File: config.mk
export PLATFORM = sky130hd
export DESIGN_NAME = scratchmem_arb_fta
export DESIGN_NICKNAME = d
export VERILOG_FILES = /design/src/rtl/scratchmem_arb_fta.sv
export SDC_FILE = /design/constraint.sdc
export NUM_CORES = 1
export LEC_CHECK = 0
export CAP_MARGIN = 30
export CORE_AREA = 2 2 645 647
export DETAILED_ROUTE_END_ITERATION = 8
export DIE_AREA = 0 0 647 649
export PLACE_DENSITY = 0.3
export SLEW_MARGIN = 10
export SYNTH_ARGS = -nofsm -noshare
export SYNTH_HDL_FRONTEND = slang
export SYNTH_SLANG_ARGS = --single-unit
export TNS_END_PERCENT = 50
File: constraint.sdc
create_clock -name clk_i -period 4.6 [get_ports clk_i]
set_clock_uncertainty 0.15 [all_clocks]
set_input_delay 0.92 -clock clk_i [delete_from_list [all_inputs] [get_ports clk_i]]
set_output_delay 0.92 -clock clk_i [all_outputs]
set_load 0.005 [all_outputs]
File: src/rtl/scratchmem_arb_fta.sv
// Round-robin arbiter sharing the scratchmem FTA 128-bit request port, with an in-order tag queue for ack return.
// Optional build macro: SCRATCHARB_PRI0_EN (port 0 wins whenever valid).
package fta_bus_pkg;
    localparam logic [2:0] CLASSIC = 3'd0;
    localparam logic [2:0] ERC     = 3'd7;

    typedef struct packed {
        logic         cyc;
        logic         stb;
        logic         we;
        logic [2:0]   cti;
        logic [3:0]   pri;
        logic [3:0]   cid;
        logic [7:0]   tid;
        logic [15:0]  sel;
        logic [31:0]  adr;
        logic [31:0]  padr;
        logic [127:0] dat;
    } fta_cmd_request128_t;

    typedef struct packed {
        logic         ack;
        logic         stall;
        logic         err;
        logic         rty;
        logic [3:0]   pri;
        logic [3:0]   cid;
        logic [7:0]   tid;
        logic [31:0]  adr;
        logic [127:0] dat;
    } fta_cmd_response128_t;
endpackage

module scratchmem_arb_fta
    import fta_bus_pkg::*;
#(
    parameter int NPORT  = 3,
    parameter int QDEPTH = 16
) (
    input  logic                             clk_i,
    input  logic                             rst_i,
    input  fta_cmd_request128_t  [NPORT-1:0] req_i,
    output fta_cmd_response128_t [NPORT-1:0] resp_o,
    output fta_cmd_request128_t              mreq_o,
    input  fta_cmd_response128_t             mresp_i,
    output logic [$clog2(QDEPTH):0]          outstanding_o,
    output logic                             orphan_o
);
    localparam int PW = $clog2(NPORT);
    localparam int QW = $clog2(QDEPTH);

    logic [NPORT-1:0]     valid;
    logic                 gnt_v;
    logic [PW-1:0]        gnt_idx;
    logic                 push, pop, full, empty, can_grant;
    int                   idx;

    logic [PW-1:0]        rr_q;
    logic [QW-1:0]        wp_q, rp_q;
    logic [QW:0]          cnt_q, cnt_d;
    logic [PW-1:0]        tq_q [QDEPTH];
    fta_cmd_request128_t  mreq_q;
    fta_cmd_response128_t rsp_q;
    logic [NPORT-1:0]     ack_q;
    logic                 orphan_q;

    always_comb begin
        for (int n = 0; n < NPORT; n++) begin
            valid[n] = req_i[n].cyc & req_i[n].stb;
        end
    end

    assign empty     = (cnt_q == '0);
    assign full      = (cnt_q == (QW+1)'(QDEPTH));
    assign pop       = mresp_i.ack & ~empty;
    assign can_grant = ~full | pop;

    // Search starts one past the last winner so every port gets a turn.
    always_comb begin
        gnt_v   = 1'b0;
        gnt_idx = '0;
        idx     = 0;
        for (int i = 1; i <= NPORT; i++) begin
            idx = int'(rr_q) + i;
            if (idx >= NPORT) idx = idx - NPORT;
            if (!gnt_v && valid[idx]) begin
                gnt_v   = 1'b1;
                gnt_idx = PW'(idx);
            end
        end
`ifdef SCRATCHARB_PRI0_EN
        if (valid[0]) begin
            gnt_v   = 1'b1;
            gnt_idx = '0;
        end
`endif
        if (!can_grant) gnt_v = 1'b0;
    end

    // Non-ERC writes are posted: the RAM never acks them, so they take no tag.
    assign push = gnt_v && (!req_i[gnt_idx].we || req_i[gnt_idx].cti == ERC);

    always_comb begin
        cnt_d = cnt_q;
        case ({push, pop})
            2'b10:   cnt_d = cnt_q + 1'b1;
            2'b01:   cnt_d = cnt_q - 1'b1;
            default: cnt_d = cnt_q;
        endcase
    end

    always_ff @(posedge clk_i) begin
        if (rst_i) begin
            rr_q     <= PW'(NPORT-1);
            wp_q     <= '0;
            rp_q     <= '0;
            cnt_q    <= '0;
            mreq_q   <= '0;
            rsp_q    <= '0;
            ack_q    <= '0;
            orphan_q <= 1'b0;
        end else begin
            cnt_q <= cnt_d;
            if (push) wp_q <= wp_q + 1'b1;
`ifdef SCRATCHARB_PRI0_EN
            if (gnt_v && gnt_idx != '0) rr_q <= gnt_idx;
`else
            if (gnt_v) rr_q <= gnt_idx;
`endif
            if (gnt_v) begin
                mreq_q <= req_i[gnt_idx];
            end else begin
                mreq_q.cyc <= 1'b0;
                mreq_q.stb <= 1'b0;
                mreq_q.we  <= 1'b0;
            end
            ack_q <= '0;
            if (pop) begin
                ack_q[tq_q[rp_q]] <= 1'b1;
                rsp_q             <= mresp_i;
                rp_q              <= rp_q + 1'b1;
            end
            if (mresp_i.ack && empty) orphan_q <= 1'b1;
        end
    end

    always_ff @(posedge clk_i) begin
        if (push) tq_q[wp_q] <= gnt_idx;
    end

    // Response payload is shared; only ack is steered to the tag-queue head.
    always_comb begin
        for (int n = 0; n < NPORT; n++) begin
            resp_o[n]       = rsp_q;
            resp_o[n].ack   = ack_q[n];
            resp_o[n].stall = valid[n] && !(gnt_v && gnt_idx == PW'(n));
        end
    end

    assign mreq_o        = mreq_q;
    assign outstanding_o = cnt_q;
    assign orphan_o      = orphan_q;
endmodule

=== Word-level counts from Yosys, hierarchy flattened ===
Memory sizes are Yosys's and may differ from the RTL's. A register that Yosys moved wholly into a read port is not among the register bits.
Cells that the tools add are included.

* Add/subtract/negate cells: 10
* Magnitude comparators: 9
* Equal/unequal tests: 6
* Mux-type cells: 28
* Bitwise operators: 9
* Reduce and logical (&&, ||, !) cells: 23

{| class="wikitable"
|+ Operators by type and width
! cell !! count
|-
| binary-select mux 230 bit (select 2 bit) || 1
|-
| 2-to-1 mux 230 bit || 1
|-
| less-than comparator 32 x 4 -> 1 bit (second input constant) || 3
|-
| 2-to-1 mux 32 bit || 3
|-
| 2-to-1 mux 1 bit || 13
|-
| subtractor 3 x 2 -> 4 bit (second input constant) || 3
|-
| logical AND 1 bit || 11
|-
| case mux 5 bit (2 select lines) || 1
|-
| greater-or-equal comparator 3 x 2 -> 1 bit (second input constant) || 3
|-
| adder 4 x 1 -> 4 bit (second input constant) || 2
|-
| 2-to-1 mux 4 bit || 2
|-
| adder 2 x 2 -> 3 bit (second input constant) || 2
|-
| binary-select mux 1 bit (select 2 bit) || 3
|-
| zero test 1 bit || 6
|-
| less-than comparator 2 x 3 -> 1 bit (second input constant) || 2
|-
| 2-to-1 mux 2 bit || 3
|-
| adder 5 x 1 -> 5 bit (second input constant) || 1
|-
| == test 5 bit (second input constant) || 1
|-
| zero test 5 bit || 1
|-
| subtractor 5 x 1 -> 5 bit (second input constant) || 1
|-
| AND 1 bit || 4
|-
| == test 2 x 1 -> 1 bit (second input constant) || 2
|-
| == test 2 bit (second input constant) || 2
|-
| NOT 1 bit || 4
|-
| other kinds (9) || 10
|}

* Register bits after elaboration: 427
* Memory bits (writable): 32
* Bits of input ports: 872
* Word-level logic and storage cells: 110
* Memories: 1

{| class="wikitable"
|+ Memory list
! name !! depth !! width !! rd ports !! clocked after memory_dff !! wr ports !! line !! source
|-
| tq_q || 16 || 2 || 1 || 1 || 1 || 61 || <nowiki>logic [PW-1:0] tq_q [QDEPTH];</nowiki>
|}

=== Logic depth before layout (Yosys ltp) ===
Gate-level depths: netlist of the first run.

* Depth in word-level cells: 20
* Mapped depth: 20
* Gate-level depth less buffers: 17

=== Worst setup path before layout of the first run ===
OpenSTA, ideal clock, no wires.

* Path kind: input-to-reg
* From: input req_i[459] in the netlist's numbering
* To: register cnt_q[4] (netlist: outstanding_o[4])
* Setup time: 0.128 ns
* Data arrival time: 4.304 ns
* Setup slack: 0.018 ns
* Cell stages on the path: 16
* Cell sequence: nor4bb_2 -> or3_4 -> a221oi_4 -> and4b_4 -> o32ai_4 -> o22a_4 -> buf_6 -> ha_1 -> clkbuf_1 -> xor2_1 -> ha_1 -> a21oi_1 -> a32oi_1 -> a21oi_1 -> xnor2_1 -> nor2_1

* Word-level cells in the longest chain between the ends: 18
* Elaborated cells between the ends (all ways): 31

{| class="wikitable"
|+ RTL lines
! what !! line !! source
|-
| from (decl) || 42 || <nowiki>input fta_cmd_request128_t [NPORT-1:0] req_i,</nowiki>
|-
| AND 1 bit * || 69 || <nowiki>valid[n] = req_i[n].cyc & req_i[n].stb;</nowiki>
|-
| binary-select mux 1 bit (select 2 bit) || 86 || <nowiki>if (!gnt_v && valid[idx]) begin</nowiki>
|-
| 2-to-1 mux 1 bit (implied by the code) (2 in series) || 86 ||
|-
| 2-to-1 mux 1 bit || 86 ||
|-
| zero test 1 bit || 86 ||
|-
| logical AND 1 bit || 86 ||
|-
| 2-to-1 mux 1 bit || 86 ||
|-
| zero test 1 bit || 86 ||
|-
| [... 2 more ...] || -- ||
|-
| named net gnt_idx[1] || 54 || <nowiki>logic [PW-1:0] gnt_idx;</nowiki>
|-
| binary-select mux 230 bit (select 2 bit) * || 101 || <nowiki>assign push = gnt_v && (!req_i[gnt_idx].we || req_i[gnt_idx].cti == ERC);</nowiki>
|-
| 2-to-1 mux 230 bit * || -- ||
|-
| == test 3 bit / zero test 1 bit (equally long branches) || 101 ||
|-
| logical OR 1 bit * || 101 ||
|-
| logical AND 1 bit * || 101 ||
|-
| == test 2 x 1 -> 1 bit / == test 2 bit (equally long branches) || 105 || <nowiki>case ({push, pop})</nowiki>
|-
| case mux 5 bit (2 select lines) / nonzero test 2 bit (equally long branches) || -- ||
|-
| to (signal assigned) || 123 || <nowiki>cnt_q <= cnt_d;</nowiki>
|-
| to (decl) || 60 || <nowiki>logic [QW:0] cnt_q, cnt_d;</nowiki>
|}

The timed path passes the listed nets; every way through them passes the cells marked *. The select of a mux whose other input is x is not followed.
A chain may end at the register's enable or synchronous reset.

==> key figures, run 1 <==
Outcome
  • Status: complete, but fails checks
  • Failing checks: DRC

Routing
  • Met2 WL: 138000 µm
  • Met3 WL post-DR: 22300 µm
  • Drt first-iter violations: 2379
  • DRC viols: 17
  • Metal1 wirelength: 86500 µm
  • Drt first pass iters: 9
  • Final WL: 256000 µm
  • Via density: 2.77
  • Top layer in use: met5
  • Via count: 25600
  • Routed wire length per instance: 27.7 µm
  • Routed Antenna Nets: 0

Floorplan
  • Die H: 649 µm
  • Starting Density: 0.0525
  • IO Pins: 1648
  • Die area: 420000 µm²
  • Site row count: 236
  • Die width: 647 µm
  • Core Area: 413000 µm²

Clock network
  • CTS sink cnt: 463
  • CTS tree: built
  • Hold-fix buffers, CTS: 0
  • CTS root buffer: clkbuf_16
  • Clock-pin slew on the worst setup and hold paths: 0.06 ns
  • Total CTS buffers: 78
  • Clk Latency, worst-skew pair: 0.79 ns
  • H-tree depth: 3
  • CTS Buffer Depth: 4

Placement
  • Area after DPL: 42500 µm²
  • Gpl congestion: 0.869
  • Placement Setup Slack: -0.202 ns
  • # port buffers: 1646
  • DP HPWL: 221000 µm

Timing
  • Count of final setup violators: 0
  • Slew margin rel.: 0.380
  • Post-route worst setup slack: 0.249 ns
  • Max Freq: 230 MHz
  • RSZ-0062 raised after global routing: yes
  • Crit path time final: 4.35 ns
  • Slew Limit Fails: 0
  • Period utilisation layout: 0.946
  • Actual slew at the worst max-slew pin: 0.930 ns
  • Final Hold Fails: 0
  • WHS: 0.314 ns

GRT
  • Initial antenna violation count: 159
  • First-pass GRT wire length: 314000 µm
  • Vias in the first global route: 25000
  • Grt total ovfl: 0
  • Largest net degree at the start of global routing: 141
  • GRT Total Usage: 0.117

Worst setup path
  • Crit path kind: register to output pin
  • Critical-path cell list: inv_1 -> ha_2 -> and4b_1 -> or3_4 -> buf_4 -> o21ai_4 -> buf_6 -> a21oi_2 -> buf_12
  • Arr. time, crit path: 3.28 ns
  • WP data required: 3.53 ns
  • Buf/Inv on CP: 4
  • CP max-delay cell: or3_4
  • Family with the most delay on the worst path: buffers and inverters
  • CP Capture Type: output pin
  • Critical Path Max Stage Delay: 0.40 ns
  • Worst setup SP type: register
  • Crit Path Max Fanout: 34

Logic synthesis
  • Yosys reg bits: 463
  • Post-synthesis cell type count: 64
  • Synthesized area per cell: 8.85 µm²
  • Post-synthesis sequential area ratio: 0.443
  • Syn Nets: 3332
  • Ys async rst share: 0
  • Yosys warnings: 0
  • Ys flop type: dfxtp_1
  • Post-Synthesis Cells: 2448
  • Post-synth EDFFs: 32
  • Post-synthesis instance area: 21700 µm²

Finish
  • Synth-to-Final Area Change: 108%
  • Fraction of layout cells with a size suffix above 1: 0.0673
  • Post-route cell area: 45200 µm²
  • Final net count: 4585
  • Layout fillers: 47400
  • Most frequent cells in the layout: clkdlybuf4s50_1, dfxtp_1, nand2_1
  • Leading cell type in the layout, fill and taps excluded: clkdlybuf4s50_1

Pwr
  • Peak supply drop: 0.000499 V
  • Leak: 14.2 nW
  • Pwr/cell area: 621 nW/µm²

Job
  • Max-cap violation count: 0

Hold path
  • Hold crit path type: register to register
-- kinds of logic (layout without fill, tap and decap cells) --
family / count (synthesis) / after routing / share of synthesized area
fa+ha+maj: 12 / 12 / 0.00693
xor+xnor: 7 / 7 / 0.00283
flops: 463 / 463 / 0.443
mux: 16 / 16 / 0.0136
buf+inv: 591 / 1900 / 0.167
simple gates: 680 / 680 / 0.126
compound gates: 679 / 679 / 0.241
other cells: 0 / 17 / 0
-- layer usage --
layer / up-vias / global-route usage
met5: - / 0
met4: 64 / 0.0328
met3: 431 / 0.0423
met2: 1421 / 0.227
met1: 12500 / 0.115
li1: 11200 / -
-- area by class of cell --
cell class                      instances  area [µm²]  area share
Timing Repair Buffer                 1749       17500       0.388
Sequential cell                       463        9590       0.212
Multi-Input combinational cell       1394        8560       0.190
Tap cell                             5474        6850       0.152
Clock buffer                          114        2220      0.0491
Clock inverter                         22         315     0.00698
Inverter                               15        63.8     0.00141
Antenna cell                           17        42.5    0.000942
-- worst min-delay path: cells and delay by family (launching register included) --
kind / cells / cell delay (ns)
flip-flops: 1 / 0.31
AND/OR/NAND/NOR: 1 / 0.05
AO/OA/AOI/OAI: 1 / 0.05
-- registers in the layout, indices dropped and copies added (netlist names), 2 cells and up, named ones only --
name,count
resp_o,178
rp_q,4
ack_q,3
outstanding_o,5
mreq_o,230
tq_q,32
wp_q,4
rr_q,2
-- final timing paths --
check / cells past startpoint / from / slack, ns / endpoint
max: 9 / rr_q[1] / 0.25 / resp_o[538]
min: 2 / mreq_o[225] / 0.31 / mreq_o[225]
max reg2reg: 18 / rr_q[0] / 0.44 / outstanding_o[4]
min reg2reg: 2 / mreq_o[225] / 0.31 / mreq_o[225]
-- report_power, final --
group          switching [mW]  internal [mW]
registers                1.88           5.44
clock network            2.40           3.68
logic                    7.77           6.85
total                    12.0           16.0
-- timing repair --
action	in CTS	in global routing
pin swaps	0	0
setup buffers	0	0
endpoints found under the setup margin	3	2
endpoints found under the hold margin	0	0
gates resized for setup	8	3
-- cell usage after synthesis (2+ instances only) --
cell type,n,share of area
a21o_1,2,0.00069
mux2_1,2,0.0010
ha_1,12,0.0069
mux4_2,10,0.010
nand3_1,6,0.0014
nor4_1,6,0.0017
edfxtp_1,32,0.044
buf_4,357,0.12
xor2_1,6,0.0024
a222oi_1,224,0.10
o21ai_0,6,0.0014
a21oi_1,191,0.044
mux2i_1,2,0.00092
nand2_1,369,0.064
nand4_1,2,0.00058
nor3b_1,4,0.0014
and2_1,2,0.00058
buf_1,15,0.0026
inv_1,15,0.0026
a31oi_1,2,0.00058
and3_1,2,0.00058
buf_2,35,0.0081
nand2b_1,6,0.0017
nor2_1,248,0.043
clkbuf_1,168,0.029
o22ai_1,2,0.00058
dfxtp_1,431,0.40
o21ai_1,2,0.00046
o32a_1,2,0.00092
nor4b_1,2,0.00081
nor2b_1,6,0.0017
or3_1,3,0.00087
a211oi_1,231,0.080
o311ai_1,2,0.00081
nor3_1,13,0.0030
and4b_1,2,0.00092
-- through the flow --
stage	util	power, mW	setup TNS (ns)	cells
floorplan	-	13.1	0	2448
global placement	0.103	22.6	-0.822	9095
detailed placement	0.103	22.6	-0.373	9095
CTS	0.109	29.1	0	9231
global route	0.109	30.0	-0.00436	9236
finish	0.109	28.0	0	9248
Note: power is estimated with default switching activity, not from simulation.
==> inputs of run 2 (changes only) <==
--- a/config.mk
+++ b/config.mk
@@ -9,6 +9,7 @@
 export CORE_AREA = 2 2 645 647
 export DETAILED_ROUTE_END_ITERATION = 8
 export DIE_AREA = 0 0 647 649
+export MAX_ROUTING_LAYER = met4
 export PLACE_DENSITY = 0.3
 export SLEW_MARGIN = 10
 export SYNTH_ARGS = -nofsm -noshare
==> run 2 against run 1 <==
Critical path type unchanged. Wire length about the same. Global-route usage is 0.34 points higher. Non-clock buffer count unchanged. Clock power barely moved. The flow still finishes with violations (DRC).
==> key figures, run 2 (synthesized netlist as in run 1, its figures left out) <==
Floorplan
  • Site row count: 236
  • Core Area: 413000 µm²
  • Starting Density: 0.0525
  • IO Pins: 1648
  • Die H: 649 µm
  • Die area: 420000 µm²
  • Die width: 647 µm

Routing
  • DRC viols: 7
  • Drt first pass iters: 9
  • Final WL: 256000 µm
  • Drt first-iter violations: 2347
  • Routed wire length per instance: 27.6 µm
  • Routed Antenna Nets: 0
  • Via count: 25600
  • Via density: 2.77

Timing
  • Max Freq: 229 MHz
  • Final Hold Fails: 0
  • Actual slew at the worst max-slew pin: 0.993 ns
  • WHS: 0.314 ns
  • Slew Limit Fails: 0
  • Count of final setup violators: 0
  • Crit path time final: 4.37 ns
  • RSZ-0062 raised after global routing: yes
  • TNS Setup: 0 ns
  • Slew margin rel.: 0.338
  • Period utilisation layout: 0.950

GRT
  • Grt total ovfl: 0
  • First-pass GRT wire length: 314000 µm
  • Largest net degree at the start of global routing: 141
  • Vias in the first global route: 25000
  • Initial antenna violation count: 162
  • GRT Total Usage: 0.120

Placement
  • Gpl congestion: 0.883
  • DP HPWL: 221000 µm
  • # port buffers: 1646

Worst setup path
  • R2r worst-path depth: 17
  • CP startpoint: rr_q[1]
  • Arr. time, crit path: 3.30 ns
  • Crit path kind: register to output pin
  • Worst setup SP type: register
  • CP max-delay cell: buf_6
  • R2R Setup Slk: 0.42 ns
  • Reg2reg end: outstanding_o[2]
  • Worst setup path endpoint: resp_o[538]
  • RR Startpoint: rr_q[0]
  • Critical-path cell list: inv_1 -> ha_2 -> and4b_1 -> or3_4 -> buf_4 -> o21ai_4 -> buf_6 -> a21oi_2 -> buf_12
  • Crit Path Max Fanout: 34
  • Buf/Inv on CP: 4
  • Family with the most delay on the worst path: buffers and inverters
  • CP Capture Type: output pin
  • Critical Path Max Stage Delay: 0.41 ns
  • WP data required: 3.53 ns
  • Worst path depth: 9

Outcome
  • Failing checks: DRC
  • Status: complete, but fails checks

Clock network
  • CTS tree: built
  • CTS Buffer Depth: 4
  • Clock-pin slew on the worst setup and hold paths: 0.06 ns
  • Post-CTS setup repair buffer count: 0
  • Total CTS buffers: 78
  • Hold-fix buffers, CTS: 0
  • CTS root buffer: clkbuf_16
  • CTS sink cnt: 463
  • Clk Latency, worst-skew pair: 0.79 ns
  • H-tree depth: 3

Pwr
  • Peak supply drop: 0.000503 V
  • Leak: 14.2 nW
  • Pwr/cell area: 620 nW/µm²

Finish
  • Synth-to-Final Area Change: 109%
  • Fraction of layout cells with a size suffix above 1: 0.0673
  • Largest register FFs: 230
  • Final net count: 4585
  • Leading cell type in the layout, fill and taps excluded: clkdlybuf4s50_1
  • Most frequent cells in the layout: clkdlybuf4s50_1, dfxtp_1, nand2_1

Job
  • Max-cap violation count: 0

Hold path
  • Hold crit path type: register to register
-- run 2: changes by cell type in the layout (fill, tap and decap cells not counted), sizes merged --
cell and delta:
diode +15
-- run 2: where the power goes --
group / internal (mW) / switching, mW
clock: 3.68 / 2.40
combinational: 6.85 / 7.75
sequential: 5.44 / 1.88
-- run 2: area by class of cell --
type                            instances  area [µm²]
Fill cell                           47400      367000
Clock inverter                         22         315
Tap cell                             5474        6850
Multi-Input combinational cell       1394        8560
Sequential cell                       463        9590
Inverter                               15        63.8
Timing Repair Buffer                 1749       17500
Antenna cell                           32        80.1
Clock buffer                          114        2220
-- run 2: per-stage QoR --
stage	area [µm²]	setup WS (ns)	power [mW]	util	std cells
2_1_floorplan	21700	0.0185	13.1	-	2448
3_3_place_gp	42500	-0.373	22.6	0.103	9095
3_5_place_dp	42500	-0.202	22.6	0.103	9095
4_1_cts	45100	0.0212	29.1	0.109	9231
5_1_grt	45200	-0.00606	30.0	0.110	9261
6_report	45200	0.232	28.0	0.110	9263
-- run 2: what timing repair did --
item / 4_1_cts / 5_1_grt
hold endpoints to repair: 0 / 0
setup endpoints to repair: 3 / 2
resized for setup: 8 / 3
-- run 2: metal layers --
metal / GRT usage / up-vias / wire [µm]
li1: - / 11300 / -
met4: 0.0323 / 0 / 8680
met5: - / - / 0
met3: 0.0425 / 391 / 23200
met1: 0.114 / 12500 / 86300
met2: 0.227 / 1461 / 138000
-- run 2: how the worst min path moves through the flow --
| stage | slack [ns] | start | to | depth (start not counted) |
|---|---|---|---|---|
| detailed placement | 0.31 | mreq_o[225] | mreq_o[225] | 2 |
| floorplan | 0.30 | mreq_o[225] | mreq_o[225] | 2 |
| global route | 0.36 | mreq_o[164] | mreq_o[164] | 2 |
| finish | 0.31 | mreq_o[225] | mreq_o[225] | 2 |
| CTS | 0.32 | mreq_o[225] | mreq_o[225] | 2 |
| global placement | 0.31 | mreq_o[225] | mreq_o[225] | 2 |
-- run 2: worst min-delay path, cell delays in order, from the launching register on --
cell and delay, ns:
dfxtp_1 0.31, nand2_1 0.05, a21oi_1 0.05
